**config.mk**
```make
export PLATFORM = sky130hd
export DESIGN_NAME = sram_arbiter
export DESIGN_NICKNAME = d
export VERILOG_FILES = /design/src/rtl/sram_arbiter.sv
export SDC_FILE = /design/constraint.sdc
export NUM_CORES = 1
export LEC_CHECK = 0
export ABC_AREA = 1
export ABC_CLOCK_PERIOD_IN_PS = 2000
export CELL_PAD_IN_SITES_DETAIL_PLACEMENT = 0
export CELL_PAD_IN_SITES_GLOBAL_PLACEMENT = 1
export CORE_ASPECT_RATIO = 1.5
export CORE_MARGIN = 2
export CORE_UTILIZATION = 17
export DETAILED_ROUTE_END_ITERATION = 7
export GPL_TIMING_DRIVEN = 0
export MAX_ROUTING_LAYER = met4
export PLACE_DENSITY_LB_ADDON = 0.1
export SYNTH_ARGS = -nofsm -noshare
export SYNTH_HDL_FRONTEND = slang
export SYNTH_SLANG_ARGS = --single-unit
```
**constraint.sdc**
```tcl
create_clock -name clk -period 2 [get_ports clk]
set_input_delay 0.3 -clock clk [delete_from_list [all_inputs] [get_ports clk]]
set_output_delay 0.3 -clock clk [all_outputs]
set_load 0.1 [all_outputs]
```
**src/rtl/sram_arbiter.sv**
```systemverilog
`default_nettype none
// ============================================================================
// sram_arbiter : shares one single-port sram between a CPU port and a loader
//                port, with bounded burst ownership (round-robin or fixed).
// Revision     : 1.0
// ============================================================================
module sram_arbiter #(
  parameter int ADDR_WIDTH    = 12,
  parameter int WORD_WIDTH    = 16,
  parameter int MAX_BURST     = 8,
  parameter int PRIORITY_MODE = 0
) (
  input  logic                  clk,
  input  logic                  reset,
  input  logic                  m0_req,
  input  logic                  m0_we,
  input  logic [ADDR_WIDTH-1:0] m0_addr,
  input  logic [WORD_WIDTH-1:0] m0_wdata,
  output logic                  m0_gnt,
  output logic [WORD_WIDTH-1:0] m0_rdata,
  output logic                  m0_rvalid,
  input  logic                  m1_req,
  input  logic                  m1_we,
  input  logic [ADDR_WIDTH-1:0] m1_addr,
  input  logic [WORD_WIDTH-1:0] m1_wdata,
  output logic                  m1_gnt,
  output logic [WORD_WIDTH-1:0] m1_rdata,
  output logic                  m1_rvalid,
  output logic [ADDR_WIDTH-1:0] o_sram_addr,
  output logic [WORD_WIDTH-1:0] o_sram_data,
  output logic                  o_sram_we,
  input  logic [WORD_WIDTH-1:0] i_sram_data
);

  localparam int                 c_cnt_w     = $clog2(MAX_BURST) + 1;
  localparam logic [c_cnt_w-1:0] c_last_beat = c_cnt_w'(MAX_BURST - 1);

  typedef enum logic [1:0] {
    IDLE   = 2'd0,
    GRANT0 = 2'd1,
    GRANT1 = 2'd2
  } state_t;

  state_t             state_q, state_d;
  logic               last_served_q, last_served_d;
  logic [c_cnt_w-1:0] beat_cnt_q, beat_cnt_d;
  logic               m0_rvalid_q, m0_rvalid_d;
  logic               m1_rvalid_q, m1_rvalid_d;

  always_ff @(posedge clk or posedge reset) begin
    if (reset) begin
      state_q       <= IDLE;
      last_served_q <= 1'b1;
      beat_cnt_q    <= '0;
      m0_rvalid_q   <= 1'b0;
      m1_rvalid_q   <= 1'b0;
    end else begin
      state_q       <= state_d;
      last_served_q <= last_served_d;
      beat_cnt_q    <= beat_cnt_d;
      m0_rvalid_q   <= m0_rvalid_d;
      m1_rvalid_q   <= m1_rvalid_d;
    end
  end

  always_comb begin
    state_d       = state_q;
    last_served_d = last_served_q;
    beat_cnt_d    = beat_cnt_q;
    case (state_q)
      IDLE: begin
        if (m0_req && (!m1_req || PRIORITY_MODE == 1 || last_served_q)) begin
          state_d = GRANT0;
        end else if (m1_req) begin
          state_d = GRANT1;
        end
      end
      GRANT0: begin
        if (!m0_req) begin
          state_d = m1_req ? GRANT1 : IDLE;
        end else if (beat_cnt_q == c_last_beat) begin
          // Fixed priority never hands over while port 0 keeps requesting.
          if (m1_req && PRIORITY_MODE == 0) begin
            state_d = GRANT1;
          end else begin
            beat_cnt_d = '0;
          end
        end else begin
          beat_cnt_d = beat_cnt_q + 1'b1;
        end
      end
      GRANT1: begin
        if (!m1_req) begin
          state_d = m0_req ? GRANT0 : IDLE;
        end else if (beat_cnt_q == c_last_beat) begin
          if (m0_req) begin
            state_d = GRANT0;
          end else begin
            beat_cnt_d = '0;
          end
        end else begin
          beat_cnt_d = beat_cnt_q + 1'b1;
        end
      end
      default: state_d = IDLE;
    endcase
    if (state_d != state_q) begin
      beat_cnt_d = '0;
      if (state_d == GRANT0) begin
        last_served_d = 1'b0;
      end else if (state_d == GRANT1) begin
        last_served_d = 1'b1;
      end
    end
  end

  always_comb begin
    o_sram_addr = '0;
    o_sram_data = '0;
    o_sram_we   = 1'b0;
    m0_rvalid_d = 1'b0;
    m1_rvalid_d = 1'b0;
    case (state_q)
      GRANT0: begin
        o_sram_addr = m0_addr;
        o_sram_data = m0_wdata;
        o_sram_we   = m0_we & m0_req;
        m0_rvalid_d = m0_req & ~m0_we;
      end
      GRANT1: begin
        o_sram_addr = m1_addr;
        o_sram_data = m1_wdata;
        o_sram_we   = m1_we & m1_req;
        m1_rvalid_d = m1_req & ~m1_we;
      end
      default: ;
    endcase
  end

  assign m0_gnt    = (state_q == GRANT0);
  assign m1_gnt    = (state_q == GRANT1);
  assign m0_rvalid = m0_rvalid_q;
  assign m1_rvalid = m1_rvalid_q;
  assign m0_rdata  = i_sram_data;
  assign m1_rdata  = i_sram_data;

endmodule
`default_nettype wire

```
==> flow_metrics.py <==
metrics = {
    "logic_synthesis": {
        "ys_types": 23,
        "postSynthCellCount": 223,
        "syn_area_per_cell_um2": 5.95,
        "syn-num-nets": 307,
        "ys_warn_count": 0,
        "syn_area_um2": 1330,
        "synth-seq-area-share_pct": 17.1,
        "synth_seq_cells": 9,
    },
    "timing": {
        "drv_slew": 0,
        "hold_violations": 0,
        "rsz0062_at_grt": "yes",
        "tns_ns": 0,
        "fin_crit_sh_pct": 99.2,
        "fin_crit_ns": 1.98,
        "finalSetupViolations": 0,
        "fin_ws_ns": 0.0158,
        "tightest_slew_ns": 0.973,
        "clock_skew_ns": 0.00152,
        "slew_headroom_pct": 35.0,
        "max_freq_mhz": 504,
    },
    "critical_path": {
        "crit_buf_inv": 5,
        "criticalPathCategory": "reg2out",
        "rr_startpoint": "state_q[1]",
        "path_cells": "inv_4 -> ha_4 -> inv_4 -> clkbuf_16 -> clkbuf_16 -> a21oi_4 -> buf_12",
        "critPathSlowestCell": "dfrtp_2",
        "timing.rr.end": "last_served_q",
        "crit_fanout": 5,
        "regToRegSetupSlack_ns": 0.10,
        "critPathTopFamily": "buffers and inverters",
        "critPathCaptureType": "output pin",
        "worstPathArrival_ns": 1.68,
        "critPathMaxStageDelay_ns": 0.40,
        "required_ns": 1.70,
        "ff2ff_path_depth": 14,
        "critPathLaunchType": "flop",
    },
    "global_route": {
        "track_usage_pct": 14.0,
        "gr-total-overflow": 0,
        "grt_pass1_vias": 1931,
        "grt_max_degree": 11,
        "antenna_found_initial": 0,
        "grt_pass1_wl_um": 9640,
    },
    "finish": {
        "syn_to_final_growth_pct": 183,
        "layout_common_cells": "clkdlybuf4s50_1, nand2_1, buf_4",
        "diodes": 0,
        "layout_commonest_cell": "clkdlybuf4s50_1",
        "n_fill_cell": 752,
        "fin_util_pct": 49.3,
        "multiInputGateArea_um2": 1130,
        "ff_latch_area_um2": 229,
        "fin_cells": 470,
        "drive_gt1_share_pct": 41.6,
        "num-nets-final": 453,
    },
    "power": {
        "leakagePower_nw": 1.55,
        "peakVddDrop_uv": 740,
        "powerDensity_nw_per_um2": 1630,
        "power_w": 0.00611,
    },
    "drt": {
        "vias": 1915,
        "first_pass_iters": 4,
        "drc": 0,
        "post_drt_wl_per_cell_um": 12.7,
        "wl_um": 5960,
        "ant_nets": 0,
        "drt-initial-drc-count": 26,
        "vias_per_cell": 4.07,
    },
    "floorplan": {
        "design.core.area_um2": 7610,
        "die_area_um2": 8540,
        "row_count": 39,
        "dieHeight_um": 112,
        "chipWidth_um": 76.1,
        "ios": 143,
        "start_util_pct": 17.4,
    },
    "cts": {
        "hold_buffers": 0,
        "htree_levels": 1,
        "cts_buffers": 3,
        "clk_latency_ns": 0.23,
        "clockBufferDepth": 2,
        "cts_tree": "built",
        "clock_sinks": 9,
        "clk_pin_slew_worst_paths_ns": 0.04,
        "cts_root_buf": "clkbuf_16",
    },
    "place": {
        "post-dp-hpwl_um": 4600,
        "dp.cells": 450,
        "routabilityCongestion": 0.749,
        "preCtsSetupSlack_ns": -0.962,
        "io_buffers": 125,
    },
    "status": {
        "status": "completed",
    },
    "job": {
        "drv_cap": 0,
    },
    "worst_hold_path": {
        "holdCritPathClass": "in2async",
    },
}
[worst max-delay path by stage]
stage | startpoint | end | slack [ns] | cells past startpoint
3_5_place_dp | state_q[0] | o_sram_addr[7] | -0.96 | 7
2_1_floorplan | state_q[0] | o_sram_addr[0] | -0.16 | 6
6_report | state_q[0] | o_sram_addr[10] | 0.02 | 7
4_1_cts | state_q[0] | o_sram_data[4] | 0.002 | 6
3_3_place_gp | state_q[0] | o_sram_addr[10] | -1.0 | 7
5_1_grt | state_q[1] | last_served_q | -0.05 | 14
[timing repair]
| action | in CTS | in global routing |
|---|---|---|
| endpoints found under the setup margin | 31 | 32 |
| gates resized for setup | 253 | 34 |
| endpoints found under the hold margin | 0 | 0 |
| cloned | 1 | 1 |
| pin swaps | 1 | 18 |
| setup buffers | 8 | 6 |
[layout make-up]
| cell class | instances | area share, % |
|---|---|---|
| Buffer | 42 | 10.5 |
| Inverter | 18 | 2.00 |
| Multi-Input combinational cell | 154 | 30.2 |
| Clock buffer | 4 | 2.10 |
| Tap cell | 102 | 3.40 |
| Timing Repair Buffer | 141 | 45.7 |
| Sequential cell | 9 | 6.10 |
[report_power, final]
group,leakage [nW],switching (W),internal (W)
Clock,0.0382,0.0000816,0.000266
Sequential,0.116,0.0000435,0.000239
Combinational,1.40,0.00340,0.00208
Total,1.55,0.00353,0.00259
[Yosys cell counts, drive strengths merged]
master / instances / share of area, %
xor2: 1 / 0.66
a21oi: 34 / 13
inv: 18 / 5.1
o21ai: 1 / 0.38
clkbuf: 3 / 0.85
nor3: 1 / 0.38
nand2: 88 / 26
buf: 39 / 21
nor2: 10 / 2.8
ha: 6 / 5.7
nand4: 3 / 1.9
nand3: 10 / 4.9
dfstp: 1 / 2.0
dfrtp: 8 / 15
[cell families (layout without fill, tap and decap cells)]
logic type      Yosys count  count (layout)  synth area share (%)
xor+xnor                  1               1                 0.660
buf+inv                  60             205                  26.9
simple gates            112             112                  36.2
flops                     9               9                  17.1
compound gates           35              35                  13.5
fa+ha+maj                 6               6                  5.66
[through the flow]
step                area, um^2  hold WS (ns)
global placement          3120         0.468
detailed placement        3120         0.479
finish                    3750         0.328
global route              3750         0.359
CTS                       3500         0.338
floorplan                 1740         0.127
[routing by layer]
| metal | global-route usage [%] | routed length, um |
|---|---|---|
| met5 | - | 0 |
| met4 | 2.55 | 36 |
| met3 | 2.81 | 367 |
| met2 | 26.1 | 3240 |
| met1 | 15.6 | 2320 |
[registers in the layout, indices dropped and copies added (netlist names)]
| name | flops |
|---|---|
| last_served_q | 1 |
| m0_rvalid | 1 |
| beat_cnt_q | 4 |
| state_q | 2 |
| m1_rvalid | 1 |
No activity file was read; power rests on OpenSTA's default activity.
